<file path="config.mk">
export PLATFORM = sky130hd
export DESIGN_NAME = argmax_score_block
export DESIGN_NICKNAME = d
export VERILOG_FILES = /design/src/rtl/dnn_pkg.sv /design/src/rtl/max_finder_set.sv /design/src/rtl/argmax_score_block.sv
export SDC_FILE = /design/constraint.sdc
export NUM_CORES = 1
export LEC_CHECK = 0
export ABC_AREA = 1
export CORE_UTILIZATION = 36
export DETAILED_ROUTE_END_ITERATION = 8
export PLACE_DENSITY = 0.55
export REMOVE_ABC_BUFFERS = 1
export SETUP_SLACK_MARGIN = 0.5
export SYNTH_ARGS = -nofsm -noshare
export SYNTH_HDL_FRONTEND = slang
export SYNTH_SLANG_ARGS = --single-unit
</file>
<file path="constraint.sdc">
create_clock -name clk -period 10.62 [get_ports clk]
set_clock_uncertainty 0.2 [all_clocks]
set_input_delay 2.655 -clock clk [delete_from_list [all_inputs] [get_ports clk]]
set_output_delay 2.655 -clock clk [all_outputs]
set_load 0.02 [all_outputs]
</file>
<file path="src/rtl/dnn_pkg.sv">
// Shared constants and helpers for the output-layer scoring blocks.
package dnn_pkg;

  localparam int CNT_W = 32;

  function automatic int beat_count(input int n, input int z);
    return n / z;
  endfunction

  // Index width that never collapses to zero bits for a single-entry range.
  function automatic int min1_clog2(input int v);
    return (v > 1) ? $clog2(v) : 1;
  endfunction

  // Bit pattern of the most negative two's complement value of the given width.
  function automatic logic [63:0] most_neg(input int width);
    logic [63:0] r;
    r = '0;
    r[width-1] = 1'b1;
    return r;
  endfunction

endpackage

</file>
<file path="src/rtl/max_finder_set.sv">
// Combinational maximum over N signed lanes; the lowest lane index wins ties.
module max_finder_set
  import dnn_pkg::*;
#(
  parameter int width = 10,
  parameter int N     = 4,
  localparam int POS_W = min1_clog2(N)
) (
  input  logic [width*N-1:0] lanes,
  output logic [width-1:0]   max_val,
  output logic [POS_W-1:0]   max_pos
);

  always_comb begin
    max_val = lanes[width-1:0];
    max_pos = '0;
    for (int k = 1; k < N; k++) begin
      if ($signed(lanes[width*k +: width]) > $signed(max_val)) begin
        max_val = lanes[width*k +: width];
        max_pos = POS_W'(k);
      end
    end
  end

endmodule

</file>
<file path="src/rtl/argmax_score_block.sv">
// Streams n activations in beats of z, reports the argmax class per sample and
// scores it against a one-hot ideal output, keeping running totals.
module argmax_score_block
  import dnn_pkg::*;
#(
  parameter int width = 10,
  parameter int n     = 16,
  parameter int z     = 4
) (
  input  logic                 clk,
  input  logic                 reset,
  // No backpressure: every cycle with in_valid high at the edge consumes one beat.
  input  logic                 in_valid,
  input  logic [width*z-1:0]   in_act,
  input  logic [z-1:0]         in_ans,
  input  logic                 clear_counts,
  output logic                 out_valid,
  output logic [n-1:0]         out_onehot,
  output logic [$clog2(n)-1:0] out_idx,
  output logic                 out_correct,
  output logic                 ans_err,
  output logic [CNT_W-1:0]     total_count,
  output logic [CNT_W-1:0]     correct_count
);

  localparam int NB      = beat_count(n, z);
  localparam int BEAT_W  = min1_clog2(NB);
  localparam int IDX_W   = $clog2(n);
  localparam int POS_W   = min1_clog2(z);
  localparam int LANE_SH = $clog2(z);
  localparam logic [BEAT_W-1:0] LAST_BEAT = BEAT_W'(NB - 1);
  localparam logic [width-1:0]  MOST_NEG  = width'(most_neg(width));
  localparam logic [n-1:0]      ONE_HOT0  = n'(1);

  logic [BEAT_W-1:0] beat_q, beat_d;
  logic [width-1:0]  run_max_q, run_max_d;
  logic [IDX_W-1:0]  run_idx_q, run_idx_d;
  logic [IDX_W-1:0]  ans_idx_q, ans_idx_d;
  logic [1:0]        ans_cnt_q, ans_cnt_d;

  logic              out_valid_q, out_valid_d;
  logic [n-1:0]      out_onehot_q, out_onehot_d;
  logic [IDX_W-1:0]  out_idx_q, out_idx_d;
  logic              out_correct_q, out_correct_d;
  logic              ans_err_q, ans_err_d;
  logic [CNT_W-1:0]  total_q, total_d;
  logic [CNT_W-1:0]  correct_q, correct_d;

  logic [width-1:0]  beat_max;
  logic [POS_W-1:0]  beat_pos;

  max_finder_set #(
    .width (width),
    .N     (z)
  ) u_lane_max (
    .lanes   (in_act),
    .max_val (beat_max),
    .max_pos (beat_pos)
  );

  // Merge of the current beat into the running sample state.
  logic              first_beat;
  logic              last_beat;
  logic [IDX_W-1:0]  beat_base;
  logic [width-1:0]  base_max;
  logic [width-1:0]  merged_max;
  logic [IDX_W-1:0]  merged_idx;
  logic [IDX_W-1:0]  merged_ans_idx;
  logic [1:0]        merged_cnt;
  logic              merged_err;

  always_comb begin
    first_beat = (beat_q == '0);
    last_beat  = (beat_q == LAST_BEAT);
    beat_base  = IDX_W'(beat_q) << LANE_SH;
    base_max   = first_beat ? MOST_NEG : run_max_q;

    merged_max = base_max;
    merged_idx = first_beat ? '0 : run_idx_q;
    // Beat 0 loads unconditionally so an all-most-negative sample still names lane 0.
    if (first_beat || ($signed(beat_max) > $signed(base_max))) begin
      merged_max = beat_max;
      merged_idx = beat_base | IDX_W'(beat_pos);
    end

    merged_cnt     = first_beat ? 2'd0 : ans_cnt_q;
    merged_ans_idx = first_beat ? '0 : ans_idx_q;
    for (int k = 0; k < z; k++) begin
      if (in_ans[k]) begin
        if (merged_cnt == 2'd0) merged_ans_idx = beat_base | IDX_W'(k);
        if (merged_cnt != 2'd2) merged_cnt = merged_cnt + 2'd1;
      end
    end
    merged_err = (merged_cnt != 2'd1);
  end

  always_comb begin
    beat_d        = beat_q;
    run_max_d     = run_max_q;
    run_idx_d     = run_idx_q;
    ans_idx_d     = ans_idx_q;
    ans_cnt_d     = ans_cnt_q;
    out_valid_d   = 1'b0;
    out_onehot_d  = out_onehot_q;
    out_idx_d     = out_idx_q;
    out_correct_d = out_correct_q;
    ans_err_d     = ans_err_q;
    total_d       = total_q;
    correct_d     = correct_q;

    if (in_valid) begin
      beat_d    = last_beat ? '0 : beat_q + BEAT_W'(1);
      run_max_d = merged_max;
      run_idx_d = merged_idx;
      ans_idx_d = merged_ans_idx;
      ans_cnt_d = merged_cnt;
      if (last_beat) begin
        out_valid_d   = 1'b1;
        out_idx_d     = merged_idx;
        out_onehot_d  = ONE_HOT0 << merged_idx;
        ans_err_d     = merged_err;
        out_correct_d = !merged_err && (merged_ans_idx == merged_idx);
      end
    end

    // Counters absorb the result on the cycle it is presented.
    if (out_valid_q) begin
      if (clear_counts) begin
        total_d   = CNT_W'(1);
        correct_d = CNT_W'(out_correct_q);
      end else begin
        if (total_q != '1) total_d = total_q + CNT_W'(1);
        if (out_correct_q && (correct_q != '1)) correct_d = correct_q + CNT_W'(1);
      end
    end else if (clear_counts) begin
      total_d   = '0;
      correct_d = '0;
    end
  end

  always_ff @(posedge clk) begin
    if (reset) begin
      beat_q        <= '0;
      run_max_q     <= MOST_NEG;
      run_idx_q     <= '0;
      ans_idx_q     <= '0;
      ans_cnt_q     <= '0;
      out_valid_q   <= 1'b0;
      out_onehot_q  <= '0;
      out_idx_q     <= '0;
      out_correct_q <= 1'b0;
      ans_err_q     <= 1'b0;
      total_q       <= '0;
      correct_q     <= '0;
    end else begin
      beat_q        <= beat_d;
      run_max_q     <= run_max_d;
      run_idx_q     <= run_idx_d;
      ans_idx_q     <= ans_idx_d;
      ans_cnt_q     <= ans_cnt_d;
      out_valid_q   <= out_valid_d;
      out_onehot_q  <= out_onehot_d;
      out_idx_q     <= out_idx_d;
      out_correct_q <= out_correct_d;
      ans_err_q     <= ans_err_d;
      total_q       <= total_d;
      correct_q     <= correct_d;
    end
  end

  assign out_valid     = out_valid_q;
  assign out_onehot    = out_onehot_q;
  assign out_idx       = out_idx_q;
  assign out_correct   = out_correct_q;
  assign ans_err       = ans_err_q;
  assign total_count   = total_q;
  assign correct_count = correct_q;

endmodule

</file>
### Word-level counts from Yosys, hierarchy flattened

Index checks and enable logic that the tools add are counted.

| operators by class | value |
|---|---|
| add/sub/neg operators | 7 |
| multipliers | 0 |
| divide/modulo/power cells | 0 |
| $lt $le $gt $ge | 4 |
| eq/ne operators | 9 |
| shift-type cells | 1 |
| multiplexer cells | 37 |
| bitwise operators | 2 |
| reductions and logical operators | 16 |

Operators with widths:

| cell | number |
|---|---|
| 32-bit two-way mux | 7 |
| 32-bit by 1-bit adder with 32-bit output, second input constant | 2 |
| 32-bit != test, second input constant | 2 |
| 10-bit two-way mux | 5 |
| 4-bit two-way mux | 11 |
| 10-bit > comparator | 4 |
| 2-bit two-way mux | 12 |
| 1-bit by 4-bit left shift with 16-bit output, first input constant | 1 |
| 2-bit by 1-bit adder with 2-bit output, second input constant | 5 |
| 2-bit zero test | 5 |
| 2-bit != test, second input constant | 4 |
| 2-bit AND reduction | 3 |
| 2-bit nonzero test | 3 |
| 4-bit equality test | 1 |
| 4-bit by 2-bit bitwise OR with 4-bit output | 1 |
| 2-bit equality test, second input constant | 1 |
| 1-bit logical AND | 2 |
| 1-bit two-way mux | 2 |
| 2-bit by 1-bit != test with 1-bit output, second input constant | 1 |
| 2-bit OR reduction | 1 |
| 1-bit zero test | 1 |
| 1-bit logical OR | 1 |
| 1-bit inverter | 1 |

| word-level totals | value |
|---|---|
| register bits after elaboration | 109 |
| bits in latches | 0 |
| memory bits (writable) | 0 |
| memory bits (read-only) | 0 |
| output and inout port bits | 87 |
| logic and storage cells | 88 |
| memories kept | 0 |

### Logic depth before layout (Yosys ltp)

Gate-level depths: netlist (run 1).

| depth | value |
|---|---|
| depth after elaboration | 17 |
| depth in mapped cells | 62 |
| gate-level depth less buffers | 56 |

### By module

Synthesis (run 1) repeated with hierarchy kept, for this count alone.

| second synthesis, totals | value |
|---|---|
| cell total of the unflattened synthesis | 1124 |
| area, all modules | 7415.9 sq um |

By module, submodules not included:

| module | instances | cells each | area each (sq um) | seq. area each (sq um) |
|---|---|---|---|---|
| argmax_score_block | 1 | 882 | 6033.3 | 2182.1 |
| max_finder_set | 1 | 242 | 1382.6 | 0.0 |

### Least setup slack after synthesis (run 1)

OpenSTA, ideal clock, no wires.

| path | value |
|---|---|
| path kind | in2reg |
| start | input port in_act[9] |
| end | register run_max_q[2] |
| library setup time | 113 ps |
| data arrival time | 8686 ps |
| required time | 10307 ps |
| path slack | 1621 ps |
| cell stages on the path | 52 |
| buffers on the path | 7 |
| cell sequence | inv_1 -> ha_1 -> nand2_2 -> inv_2 -> a21oi_2 -> nand3_1 -> nand2_1 -> nand3_2 -> buf_6 -> buf_2 -> nand2_1 -> o21ai_0 -> ha_1 -> nand4_1 -> nor2_1 -> nand2_1 -> nor2_2 -> nand3_1 -> [16 not listed] -> nand3_2 -> nand3_4 -> inv_1 -> clkbuf_1 -> nand2_1 -> o21ai_0 -> ha_1 -> a21o_1 -> a211oi_1 -> nand4_1 -> nand3_4 -> nand2_4 -> buf_6 -> nand2_2 -> inv_2 -> buf_6 -> o21ai_1 -> nor2_1 |

| on the way | value |
|---|---|
| cells in the longest elaborated chain, start to end | 9 |

RTL lines:

| what | line | RTL |
|---|---|---|
| from (decl) | argmax_score_block.sv:14 | `input logic [width*z-1:0] in_act,` |
| 10-bit > comparator | max_finder_set.sv:18 | `if ($signed(lanes[width*k +: width]) > $signed(max_val)) begin` |
| 10-bit two-way mux * | max_finder_set.sv:18 |  |
| 10-bit > comparator | max_finder_set.sv:18 |  |
| 10-bit two-way mux * | max_finder_set.sv:18 |  |
| 10-bit > comparator | max_finder_set.sv:18 |  |
| 10-bit two-way mux * | max_finder_set.sv:18 |  |
| 10-bit > comparator | argmax_score_block.sv:81 | `if (first_beat \|\| ($signed(beat_max) > $signed(base_max))) begin` |
| 1-bit logical OR | argmax_score_block.sv:81 |  |
| 10-bit two-way mux * | argmax_score_block.sv:81 |  |
| to (signal assigned) | argmax_score_block.sv:157 | `run_max_q <= run_max_d;` |
| to (decl) | argmax_score_block.sv:36 | `logic [width-1:0] run_max_q, run_max_d;` |

Every way passes the cells marked *; elsewhere a longest branch is shown, timed or not.
A chain may end at the register's enable or synchronous reset.

### Worst setup path in the final report (run 1)

| path | value |
|---|---|
| start | input port in_act[9] |
| end | register out_onehot_q[6] (netlist: out_onehot[6]) |

| on the way | value |
|---|---|
| cells in the longest elaborated chain, start to end | 10 |
| elaborated cells on any way between the ends | 14 |
| those cells by class | order compare (4); shift (1); mux (7); bitwise (1); reduce/logical (1) |

RTL lines:

| what | line | RTL |
|---|---|---|
| 10-bit > comparator | max_finder_set.sv:18 |  |
| 10-bit two-way mux | max_finder_set.sv:18 |  |
| 10-bit > comparator | max_finder_set.sv:18 |  |
| 10-bit two-way mux | max_finder_set.sv:18 |  |
| 10-bit > comparator | max_finder_set.sv:18 |  |
| 10-bit two-way mux | max_finder_set.sv:18 |  |
| 10-bit > comparator | argmax_score_block.sv:81 |  |
| 1-bit logical OR | argmax_score_block.sv:81 |  |
| 4-bit two-way mux * | argmax_score_block.sv:81 |  |
| 1-bit by 4-bit left shift with 16-bit output * | argmax_score_block.sv:120 | `out_onehot_d = ONE_HOT0 << merged_idx;` |
| to (signal assigned) | argmax_score_block.sv:162 | `out_onehot_q <= out_onehot_d;` |
| to (decl) | argmax_score_block.sv:42 | `logic [n-1:0] out_onehot_q, out_onehot_d;` |

Marks and branches as above.

==> results of run 1 <==
[worst paths after layout]
| check | end | cells past startpoint |
|---|---|---|
| worst min-delay path | out_onehot[12] | 2 |
| worst max register to register | out_correct | 22 |
| worst max-delay path | out_onehot[6] | 50 |
| worst min register to register | out_onehot[12] | 2 |
[per-stage QoR]
step	utilization	cells	power, W	hold slack [ps]	setup WS (ps)
global route	0.480	1382	0.00138	277	471
finish	0.480	1382	0.00128	257	1250
global placement	0.456	1353	0.000907	246	528
floorplan	-	986	0.000793	234	1840
CTS	0.472	1369	0.00125	261	643
detailed placement	0.456	1353	0.000911	245	260
[registers in the layout, summed over array words and instances (netlist names)]
name,cells
ans_idx_q,4
out_valid,1
total_count,32
out_onehot,16
correct_count,32
beat_q,2
run_max_q,10
ans_err,1
out_idx,4
ans_cnt_q,2
run_idx_q,4
out_correct,1
[cell families after synthesis]
kind of cell / share of synthesized area
AO/OA/AOI/OAI: 0.165
XOR/XNOR: 0.00258
adder cells (fa/ha/maj): 0.0849
buffers and inverters: 0.110
flip-flops: 0.322
AND/OR/NAND/NOR: 0.315
[critical path: cells and delay by family]
kind / cells / cell delay [ps]
and+or+nand+nor: 34 / 3550
adders and majority gates: 4 / 1400
buffers and inverters: 7 / 1040
AOI/OAI and AO/OA: 5 / 810
[layout by cell type, fill, tap and decap left out, types with 4 or more instances in the layout]
cell,count
clkdlybuf4s50_1,134
o21ai_1,27
clkinvlp_4,5
a211oi_1,10
nor2_1,93
dfxtp_1,109
nand3_1,46
nand3_2,9
o211ai_1,6
nand2_1,215
clkbuf_16,9
inv_2,6
nor2_2,9
nor4_1,5
nor3_1,40
nand2_2,15
o21ai_0,63
nand3_4,4
buf_4,14
o21a_1,4
nand4_1,26
o21bai_1,5
ha_1,45
inv_1,155
a31oi_1,5
a21oi_1,57
[cell type report]
class / instances / area, um2
Tap cell: 229 / 287
Multi-Input combinational cell: 715 / 3910
Timing Repair inverter: 1 / 7.51
Fill cell: 1892 / 9480
Clock buffer: 9 / 225
Sequential cell: 109 / 2180
Timing Repair Buffer: 148 / 1450
Inverter: 164 / 622
Clock inverter: 7 / 58.8
[where the power goes]
group	internal [W]	switching, W
Clock	0.000163	0.000173
Combinational	0.000184	0.000319
Sequential	0.000427	0.0000120
Total	0.000774	0.000504
[metal layers]
layer  vias up  wire, um  track usage
li1       3616         -            -
met1      3011      8950        0.255
met2       120      8420        0.317
met3        17       576       0.0320
met4         0       251       0.0585
met5         -         0            0
[repair_timing]
action                     4_1_cts  5_1_grt
setup buffers                    0       10
hold buffers                     0        0
setup endpoints to repair        0       35
resized for setup                0       13
==> results.py, run 1 <==
metrics = {
    "setup_path": {
        "cp-start-kind": "input port",
        "cp-startpoint": "in_act[9]",
        "slowest_stage": "clkdlybuf4s50_1",
        "crit_type": "in2reg",
        "rrSetupSlack_ps": 5700,
        "crit_fanout": 11,
        "critPathRequiredTime_ps": 10710,
        "max_stage_delay_ps": 450,
        "arrival_ps": 9460,
        "rr_startpoint": "beat_q[0]",
        "end_kind": "flop",
        "crit_top_cell": "nand2_1",
    },
    "outcome": {
        "violations": "design-rule violations",
        "status": "finished with violations",
    },
    "die": {
        "core_mm2": 0.0182,
        "die_w_um": 139,
        "rows": 49,
        "io_pins": 135,
        "dieArea_mm2": 0.0194,
        "start_util": 0.373,
        "chipHeight_um": 139,
    },
    "synthesis": {
        "syn_area_per_cell_um2": 6.72,
        "ys_seq_area_frac": 0.322,
        "syn-cell-area_mm2": 0.00678,
        "synthFlopType": "dfxtp_1",
        "ys_ff_latch": 109,
        "synth_common_cells": "nand2_1 (216), inv_1 (156), dfxtp_1 (109)",
        "yosysTopAreaCellShare": 0.322,
        "yosys_warnings": 0,
        "synth_area_leaders": "dfxtp_1 (32%), nand2_1 (12%), inv_1 (8.6%)",
        "yosys.area.top_type": "dfxtp_1",
        "synthCells": 1009,
        "yosysUniqueCellTypes": 47,
        "synth_edf_count": 0,
        "yosysMostFrequentCell": "nand2_1",
        "synthArstFlopShare": 0,
    },
    "grt": {
        "grt_max_degree": 31,
        "track_usage": 0.192,
        "overflow": 0,
        "antenna_found_initial": 0,
        "grt_pass1_vias": 6272,
        "grt_first_pass_wirelength_mm": 30.5,
    },
    "placed_design": {
        "numPortBuffers": 134,
        "place_congestion": 0.837,
        "dpl-instance-area_mm2": 0.00831,
        "dp_hpwl_mm": 13.9,
    },
    "cts": {
        "tritoncts": "built",
        "cts_buffer_depth": 2,
        "cts.sinks": 109,
        "clk_latency_ps": 360,
        "clk_pin_slew_ps": 70,
        "root_buffer": "clkbuf_16",
        "htreeDepth": 3,
        "cts_buffers": 9,
    },
    "sta": {
        "max_freq_ghz": 0.107,
        "min_period_ps": 9370,
        "final.setup.tns_ps": 0,
        "relSlewSlack": 0.244,
        "maxSlewViolCount": 0,
        "hold_violations": 0,
        "rsz0062_at_grt": "no",
        "period_share": 0.883,
        "tightest_slew_ps": 1130,
        "setup_violations": 0,
    },
    "pwr": {
        "powerDensity_mw_per_mm2": 146,
        "p_leak_nw": 3.54,
        "vdd_drop_max_mv": 0.0861,
    },
    "route": {
        "totalWireLength_mm": 18.2,
        "drc_errors": 8,
        "routed_via_density": 4.89,
        "firstDrtPassIters": 9,
        "wl_per_cell_um": 13.2,
        "ant_nets": 0,
        "via_count": 6764,
        "drtIter0Drc": 412,
    },
    "final_layout": {
        "num-nets-final": 1242,
        "final_cell_area_mm2": 0.00873,
        "synthToLayoutAreaGrowth_pct": 28.8,
        "drive_above_1_share": 0.0746,
        "num_antenna_cells": 0,
    },
    "worst_hold_path": {
        "min_from": "out_onehot[12]",
        "hold_class": "reg2reg",
    },
    "job": {
        "maxCapViolCount": 0,
    },
}
No activity file was read; power rests on OpenSTA's default activity.
==> run 2, diff against run 1 <==
- PLACE_DENSITY: 0.55 -> 0.56
- SETUP_SLACK_MARGIN: 0.5 -> 0.15
- TNS_END_PERCENT: unset -> 10
==> run 2 against run 1 <==
Compared with the run above: the flow still finishes with violations (design-rule violations); setup slack worse by 290 ps; first-iteration DRC count decreased by 12%; hold slack worse by 1.4 ps; non-clock buffer count decreased by 5; critical endpoint is now out_onehot[14]; highest routed layer unchanged.
==> results.py, run 2 (synthesis results as in run 1) <==
metrics = {
    "setup_path": {
        "arrival_ps": 9750,
        "crit_type": "in2reg",
        "slowest_stage": "clkdlybuf4s50_1",
        "crit_top_cell": "nand2_1",
        "end_kind": "flop",
        "max_stage_delay_ps": 450,
        "cp-start-kind": "input port",
        "critPathRequiredTime_ps": 10710,
        "crit_fanout": 21,
    },
    "worst_hold_path": {
        "hold_class": "reg2reg",
    },
    "cts": {
        "cts_buffer_depth": 2,
        "htreeDepth": 3,
        "cts.sinks": 109,
        "tritoncts": "built",
        "cts_buffers": 9,
        "clk_pin_slew_ps": 80,
        "root_buffer": "clkbuf_16",
        "clk_latency_ps": 360,
    },
    "route": {
        "wl_met2_mm": 8.25,
        "met3_length_um": 594,
        "totalWireLength_mm": 17.7,
        "routed_via_density": 4.91,
        "met1_length_mm": 8.70,
        "firstDrtPassIters": 6,
        "top_layer_used": "met4",
        "ant_nets": 0,
        "wl_per_cell_um": 12.9,
        "drtIter0Drc": 363,
        "via_count": 6739,
        "drc_errors": 7,
    },
    "placed_design": {
        "dp_hpwl_mm": 13.8,
        "place_congestion": 0.871,
        "numPortBuffers": 134,
        "pre_cts_slack_ps": 217,
        "placed_cells": 1355,
    },
    "grt": {
        "grt_pass1_vias": 6257,
        "overflow": 0,
        "grt_max_degree": 31,
        "track_usage": 0.186,
        "grt_first_pass_wirelength_mm": 29.6,
        "antenna_found_initial": 0,
    },
    "job": {
        "maxCapViolCount": 0,
    },
    "sta": {
        "tightest_slew_ps": 673,
        "setup_violations": 0,
        "setup_ws_ps": 960,
        "rsz0062_at_grt": "yes",
        "max_freq_ghz": 0.104,
        "min_period_ps": 9660,
        "maxSlewViolCount": 0,
        "period_share": 0.910,
        "hold_violations": 0,
        "final.setup.tns_ps": 0,
        "relSlewSlack": 0.551,
    },
    "final_layout": {
        "finalNonFillerCells": 1373,
        "num-nets-final": 1234,
        "final_util": 0.475,
        "drive_above_1_share": 0.0656,
        "final_common_cell": "nand2_1",
        "num_antenna_cells": 0,
        "synthToLayoutAreaGrowth_pct": 27.6,
        "layout_common_cells": "nand2_1 (216), inv_1 (155), clkdlybuf4s50_1 (134)",
    },
    "die": {
        "dieArea_mm2": 0.0194,
        "core_mm2": 0.0182,
        "io_pins": 135,
        "chipHeight_um": 139,
        "start_util": 0.373,
        "rows": 49,
        "die_w_um": 139,
    },
    "pwr": {
        "powerDensity_mw_per_mm2": 145,
        "finalPower_w": 0.00125,
        "p_leak_nw": 3.52,
        "vdd_drop_max_mv": 0.0892,
    },
    "outcome": {
        "violations": "design-rule violations",
        "status": "finished with violations",
    },
}
## run 2: cell count changes in the layout (fill, tap and decap cells not counted), sizes merged
cell,delta
inv,-1
nand3,-2
buf,-5
clkbuf,+1
clkinvlp,-3
clkinv,+1
## run 2: timing repair
| item | CTS | global route |
|---|---|---|
| gates resized for setup | 0 | 7 |
| endpoints found under the setup margin | 0 | 35 |
| buffers inserted | 0 | 3 |
| endpoints found under the hold margin | 0 | 0 |
| hold buffers | 0 | 0 |
## run 2: report_power, final
part / switching, W / internal (W)
Clock: 0.000163 / 0.000167
Combinational: 0.000306 / 0.000175
Sequential: 0.0000112 / 0.000427
Total: 0.000481 / 0.000770
## run 2: worst max-delay path: cells and delay by family
kind	cells	cell delay (ps)
and+or+nand+nor	36	4000
AOI/OAI and AO/OA	5	630
buffers and inverters	8	1030
adders and majority gates	4	1470
## run 2: layout make-up
| cell class | instances | area, um2 |
|---|---|---|
| fill | 1901 | 9550 |
| clock buffer | 10 | 239 |
| sequential | 109 | 2180 |
| clock inverter | 5 | 45.0 |
| tap | 229 | 287 |
| inverter | 164 | 622 |
| multi-input combinational | 713 | 3870 |
| timing repair buffer | 143 | 1410 |
## run 2: worst paths after layout
kind         startpoint             end  slack [ps]  cells after the start
min reg2reg  out_idx[3]      out_idx[3]         260                      2
min          out_idx[3]      out_idx[3]         260                      2
max           in_act[9]  out_onehot[14]         960                     53
max reg2reg   beat_q[0]     out_correct        5730                     22
## run 2: per-layer routing
metal | up-vias | global-route usage
met5 | - | 0
met4 | 0 | 0.0433
met3 | 10 | 0.0296
met2 | 123 | 0.316
met1 | 3016 | 0.246
li1 | 3590 | -
## run 2: stage by stage
step	cell area, um2	hold WS (ps)
after global routing	8650	277
after floorplan	6650	234
after CTS	8610	261
after detailed placement	8320	248
after global placement	8320	244
final	8650	256
